--- config.mk ---
export PLATFORM = sky130hd
export DESIGN_NAME = vreg_xbar_rr
export DESIGN_NICKNAME = d
export VERILOG_FILES = /design/src/rtl/vreg_xbar_rr.sv
export SDC_FILE = /design/constraint.sdc
export NUM_CORES = 2
export LEC_CHECK = 0
export CAP_MARGIN = 20
export CORE_AREA = 2 2 645 647
export CTS_CLUSTER_SIZE = 24
export DETAILED_ROUTE_END_ITERATION = 8
export DIE_AREA = 0 0 647 649
export SLEW_MARGIN = 20
export SYNTH_ARGS = -nofsm -noshare
export SYNTH_HDL_FRONTEND = slang
export SYNTH_SLANG_ARGS = --single-unit
--- constraint.sdc ---
create_clock -name clk -period 3.68 [get_ports clk]
set_input_delay 0.736 -clock clk [delete_from_list [all_inputs] [get_ports clk]]
set_output_delay 0.736 -clock clk [all_outputs]
set_load 0.01 [all_outputs]
--- src/rtl/vreg_xbar_rr.sv ---
// NUM_PORT x NUM_BANK vector-register crossbar with per-bank round-robin arbitration,
// registered bank commands and fixed-latency response routing back to the requesting port.
module vreg_xbar_rr #(
  parameter int NUM_PORT = 4,
  parameter int NUM_BANK = 8,
  parameter int DEPTH    = 64,
  parameter int WIDTH    = 64,
  parameter int RD_LAT   = 1,
  localparam int AW = (DEPTH > 1) ? $clog2(DEPTH) : 1,
  localparam int BW = (NUM_BANK > 1) ? $clog2(NUM_BANK) : 1,
  localparam int PW = (NUM_PORT > 1) ? $clog2(NUM_PORT) : 1
) (
  input  logic                      clk,
  input  logic                      reset,
  input  logic [NUM_PORT-1:0]       req_vld,
  output logic [NUM_PORT-1:0]       req_rdy,
  input  logic [NUM_PORT*BW-1:0]    req_bank,
  input  logic [NUM_PORT-1:0]       req_we,
  input  logic [NUM_PORT*AW-1:0]    req_addr,
  input  logic [NUM_PORT*WIDTH-1:0] req_wdata,
  output logic [NUM_BANK-1:0]       bank_en,
  output logic [NUM_BANK-1:0]       bank_we,
  output logic [NUM_BANK*AW-1:0]    bank_addr,
  output logic [NUM_BANK*WIDTH-1:0] bank_wdata,
  input  logic [NUM_BANK*WIDTH-1:0] bank_rdata,
  output logic [NUM_PORT-1:0]       rsp_vld,
  output logic [NUM_PORT-1:0]       rsp_we,
  output logic [NUM_PORT-1:0]       rsp_err,
  output logic [NUM_PORT*WIDTH-1:0] rsp_rdata
);

  logic [BW-1:0]       port_bank_s [NUM_PORT];
  logic [NUM_PORT-1:0] port_oor_s;
  logic [NUM_PORT-1:0] hs_s;
  logic [PW-1:0]       ptr_r [NUM_BANK];
  logic [PW-1:0]       win_s [NUM_BANK];
  logic [NUM_BANK-1:0] gnt_s;

  logic [RD_LAT:0]     tag_vld_r [NUM_BANK];
  logic [RD_LAT:0]     tag_we_r  [NUM_BANK];
  logic [PW-1:0]       tag_id_r  [NUM_BANK][RD_LAT+1];
  logic [RD_LAT:0]     err_r     [NUM_PORT];

  // Split the flat bank field per port and flag targets beyond the last bank.
  always_comb begin
    for (int p = 0; p < NUM_PORT; p++) begin
      port_bank_s[p] = req_bank[p*BW +: BW];
      port_oor_s[p]  = (32'(req_bank[p*BW +: BW]) >= 32'(NUM_BANK));
    end
  end

  // Per-bank round-robin: first requester at or after the pointer, wrapping to port 0.
  always_comb begin
    for (int b = 0; b < NUM_BANK; b++) begin
      logic found;
      found    = 1'b0;
      gnt_s[b] = 1'b0;
      win_s[b] = '0;
      for (int i = 0; i < NUM_PORT; i++) begin
        int idx;
        idx = int'(ptr_r[b]) + i;
        if (idx >= NUM_PORT) begin
          idx = idx - NUM_PORT;
        end else begin
          idx = idx;
        end
        if (!found && req_vld[idx] && !port_oor_s[idx] && (port_bank_s[idx] == BW'(b))) begin
          found    = 1'b1;
          gnt_s[b] = 1'b1;
          win_s[b] = PW'(idx);
        end else begin
          found = found;
        end
      end
    end
  end

  // Out-of-range requests are accepted at once and answered through the error pipeline.
  always_comb begin
    req_rdy = '0;
    for (int p = 0; p < NUM_PORT; p++) begin
      if (reset) begin
        req_rdy[p] = 1'b0;
      end else if (port_oor_s[p]) begin
        req_rdy[p] = req_vld[p];
      end else begin
        for (int b = 0; b < NUM_BANK; b++) begin
          req_rdy[p] = req_rdy[p] | (gnt_s[b] && (win_s[b] == PW'(p)));
        end
      end
    end
  end

  assign hs_s = req_vld & req_rdy;

  // Bank command registers and round-robin pointers.
  always_ff @(posedge clk) begin
    if (reset) begin
      for (int b = 0; b < NUM_BANK; b++) begin
        ptr_r[b] <= '0;
      end
      bank_en    <= '0;
      bank_we    <= '0;
      bank_addr  <= '0;
      bank_wdata <= '0;
    end else begin
      for (int b = 0; b < NUM_BANK; b++) begin
        if (gnt_s[b]) begin
          ptr_r[b]                     <= (32'(win_s[b]) == 32'(NUM_PORT - 1)) ? '0 : win_s[b] + PW'(1);
          bank_en[b]                   <= 1'b1;
          bank_we[b]                   <= req_we[win_s[b]];
          bank_addr[b*AW +: AW]        <= req_addr[win_s[b]*AW +: AW];
          bank_wdata[b*WIDTH +: WIDTH] <= req_wdata[win_s[b]*WIDTH +: WIDTH];
        end else begin
          bank_en[b] <= 1'b0;
          bank_we[b] <= 1'b0;
        end
      end
    end
  end

  // Tag and error pipelines; stage RD_LAT lines up with the bank read data.
  always_ff @(posedge clk) begin
    if (reset) begin
      for (int b = 0; b < NUM_BANK; b++) begin
        tag_vld_r[b] <= '0;
        tag_we_r[b]  <= '0;
        for (int s = 0; s <= RD_LAT; s++) begin
          tag_id_r[b][s] <= '0;
        end
      end
      for (int p = 0; p < NUM_PORT; p++) begin
        err_r[p] <= '0;
      end
    end else begin
      for (int b = 0; b < NUM_BANK; b++) begin
        tag_vld_r[b]   <= {tag_vld_r[b][RD_LAT-1:0], gnt_s[b]};
        tag_we_r[b]    <= {tag_we_r[b][RD_LAT-1:0], gnt_s[b] & req_we[win_s[b]]};
        tag_id_r[b][0] <= win_s[b];
        for (int s = 1; s <= RD_LAT; s++) begin
          tag_id_r[b][s] <= tag_id_r[b][s-1];
        end
      end
      for (int p = 0; p < NUM_PORT; p++) begin
        err_r[p] <= {err_r[p][RD_LAT-1:0], hs_s[p] & port_oor_s[p]};
      end
    end
  end

  // Route the last tag stage of every bank back to its originating port.
  always_comb begin
    rsp_vld   = '0;
    rsp_we    = '0;
    rsp_err   = '0;
    rsp_rdata = '0;
    for (int p = 0; p < NUM_PORT; p++) begin
      logic [WIDTH-1:0] data_v;
      logic             vld_v;
      logic             we_v;
      data_v = '0;
      vld_v  = 1'b0;
      we_v   = 1'b0;
      for (int b = 0; b < NUM_BANK; b++) begin
        if (tag_vld_r[b][RD_LAT] && (tag_id_r[b][RD_LAT] == PW'(p))) begin
          vld_v  = 1'b1;
          we_v   = tag_we_r[b][RD_LAT];
          data_v = tag_we_r[b][RD_LAT] ? '0 : bank_rdata[b*WIDTH +: WIDTH];
        end else begin
          vld_v = vld_v;
        end
      end
      if (reset) begin
        rsp_vld[p] = 1'b0;
      end else begin
        rsp_vld[p]                  = vld_v | err_r[p][RD_LAT];
        rsp_we[p]                   = we_v;
        rsp_err[p]                  = err_r[p][RD_LAT];
        rsp_rdata[p*WIDTH +: WIDTH] = data_v;
      end
    end
  end

endmodule
==> results.tsv <==
stage	metric	value	unit
outcome	status	complete, but fails checks	
outcome	failing checks	negative setup slack	
clock_tree	CTS H-tree lvls	3	
synth	synth warn	0	
global_routing	total grt overflow	0	
setup_path	largest stage delay on the critical path	380	ps
global_routing	initial antenna violation count	134	
sta	Final WS setup	-378.8	ps
synth	top post-synthesis cells by count	1205 x nand2_1, 851 x mux2i_1, 839 x a21oi_1	
job	MaxCap Viol Count	0	
finish	fin area	100300	um2
sta	Least-Margin Pin Slew	1149	ps
synth	most numerous cell in the Yosys netlist	nand2_1	
finish	synthesis-to-finish area growth	80.54	%
synth	post-synth cell types	83	
floorplan	number of I/O pins	1662	
global_routing	largest net degree at the start of global routing	118	
sta	final hold vios	0	
power_and_ir_drop	P_leak	41.61	nW
floorplan	core footprint	412500	um2
floorplan	total die area	419900	um2
power_and_ir_drop	Cell Pwr Density	259.6	nW/um2
sta	FMAX	246.4	MHz
power_and_ir_drop	total power	26.05	mW
drt	WL/cell	36.39	um
drt	initial DRC count	11010	
global_routing	vias in the first global route	75520	
setup_path	CP max FO	6	
finish	filler cell count	44790	
finish	nets@finish	10720	
setup_path	kind of critical path	reg2out	
setup_path	reg2reg start	ptr_r[1][5]	
setup_path	Worst Path Required	2940	ps
finish	Final Non-Filler Cells	15520	
synth	Post-Syn Area per Cell	7.239	um2
drt	via count	80750	
synth	Synth Flop Type	dfxtp_1	
drt	# DRC	0	
sta	Final Max Tran Viols	0	
clock_tree	CTS clk-pin slew, worst paths	90	ps
floorplan	die span in y	649	um
floorplan	Initial Utilization	0.1347	
placed_design	routability cong.	1.003	
synth	number of flops mapped to enable cells by yosys	16	
clock_tree	Clock Sinks	651	
clock_tree	CTS buffer count	80	
min_path	Worst Min Path Start	tag_id_r[2][2]	
drt	Routed WL	564.7	mm
setup_path	worst path cell trace	buf_6, nand2b_4, buf_6, buf_6, nor2_4, buf_12, buf_6, buf_12, clkbuf_4, buf_4, a22oi_1, a21oi_1, a21oi_2, a2111oi_2, buf_4, buf_6	
setup_path	CP Data Arrival Time	3320	ps
synth	cell count after synthesis	7677	
finish	final core utilization	0.2432	
min_path	hold crit path type	reg2reg	
synth	Area contributors post-synth	dfxtp_1 23%, mux2i_1 15%, nand2_1 8.1%	
placed_design	Setup WS pre-CTS	-959.0	ps
sta	Tcrit/Tclk final	1.103	
drt	post-route ant nets	0	
sta	setup_tns	-30590	ps
clock_tree	clk root buf	clkbuf_16	
power_and_ir_drop	Peak VDD IR	0.0002823	V
synth	share of the synthesized area in the top cell type	0.2287	
setup_path	CP Capture Type	output pin	
sta	Slew headroom	0.2340	
drt	drt pass-1 iters	9	
setup_path	startpoint class of the critical path	flop	
floorplan	Placement Rows	236	
setup_path	Setup crit start	tag_vld_r[0][3]	
global_routing	GRT Overall Usage	0.2537	
sta	clock skew	43.11	ps
synth	synthesized area	55570	um2
clock_tree	clk_lat worst skew	720	ps
placed_design	dpl cells	14860	
global_routing	global-route wire length before repair	728.9	mm
clock_tree	CTS Hold Bufs	0	
clock_tree	CTS tree	yes	
synth	Yosys top cell by area	dfxtp_1	
floorplan	Die Wd	647	um
finish	share of cells above drive strength 1	0.2843	
placed_design	dpl hpwl	419.0	mm
placed_design	IO buf count	1660	
synth	register area share after synthesis	0.2374	
placed_design	placed cell area	86400	um2
synth	Post-synth ARST share	0	
clock_tree	Clock Path Buffers	3	
setup_path	slowest CP cell	dfxtp_4	
synth	Yosys reg bits	651	
sta	RSZ-0062 raised after global routing	yes	
sta	final hold slack	392.5	ps
setup_path	most used cell, CP	buf_6	
drt	vias per cell	5.203	
sta	fin crit period	4059	ps
sta	final setup vio count	225	
-- worst max-delay path: cells and delay by family (launching register included) --
kind,cells,cell delay [ps]
buf+inv,10,1440
compound gates,4,590
flops,1,380
simple gates,2,210
-- final cells by class --
class                      count  area [um2]  share of cell area
antenna                       94       235.2            0.002344
clock buffer                 115        2337             0.02330
clock inverter                34       372.9            0.003716
inverter                      46       186.4            0.001858
multi-input combinational   5899       43650              0.4350
sequential                   651       13290              0.1324
tap                         5474        6849             0.06826
timing repair buffer        3206       33420              0.3331
-- where the power goes --
part           leakage [nW]  switching [mW]  internal [mW]  total (mW)
logic                  34.9            5.41           4.06        9.47
registers              5.38           0.480           7.64        8.12
clock network          1.33            3.70           4.77        8.46
-- cell families (layout without fill, tap and decap cells) --
kind of cell | after synthesis | count (layout) | share of synthesized area
other | 1 | 98 | 0.00006748
muxes | 852 | 852 | 0.1535
and+or+nand+nor | 2157 | 2163 | 0.1797
xor gates and xnor gates | 2 | 2 | 0.0003153
DFF | 651 | 651 | 0.2374
buffers and inverters | 1136 | 3401 | 0.08432
AOI/OAI and AO/OA | 2858 | 2858 | 0.3402
adders and majority gates | 20 | 20 | 0.004503
-- per-layer routing --
metal  share of wire  wire, um  GRT usage
met1            0.35    197700     0.2791
met2            0.44    247200     0.3974
met3            0.11     60070    0.08015
met4            0.11     59460     0.2138
met5         0.00064       363          0
-- worst paths after layout --
kind | cells past startpoint | end | slack (ps)
setup / recovery | 16 | rsp_rdata[147] | -380
hold / removal | 1 | tag_id_r[2][0] | 390
setup reg to reg | 6 | bank_wdata[439] | 630
hold reg to reg | 1 | tag_id_r[2][0] | 390
-- flip-flops by register name, indices dropped and copies added (netlist names) --
signal and cells:
bank_wdata 512, bank_addr 48, tag_id_r 32, ptr_r 16, tag_we_r 16, tag_vld_r 9, bank_we 8, bank_en 7
err_r 3
-- layout by cell type, fill, tap and decap left out, types with 53 or more instances in the layout --
cell type        instances
clkdlybuf4s50_1       1369
nand2_1               1186
buf_4                 1104
mux2i_1                851
a21oi_1                699
dfxtp_1                603
o221ai_1               458
o21ai_0                370
nor2b_1                334
buf_12                 291
nor2_1                 250
buf_6                  250
o22ai_1                179
a211o_1                166
a221oi_2               155
a21oi_2                138
nand2b_1               134
o21ai_1                120
diode_2                 94
clkbuf_16               90
a211oi_1                63
a2111oi_2               62
o21ai_2                 53
-- repair_timing --
item / CTS / global route
cloned: 45 / 6
setup endpoints to repair: 266 / 263
hold endpoints to repair: 0 / 0
buffers inserted: 286 / 157
gates resized for setup: 1877 / 476
pin swaps: 657 / 348
(Power assumes the default switching activity.)
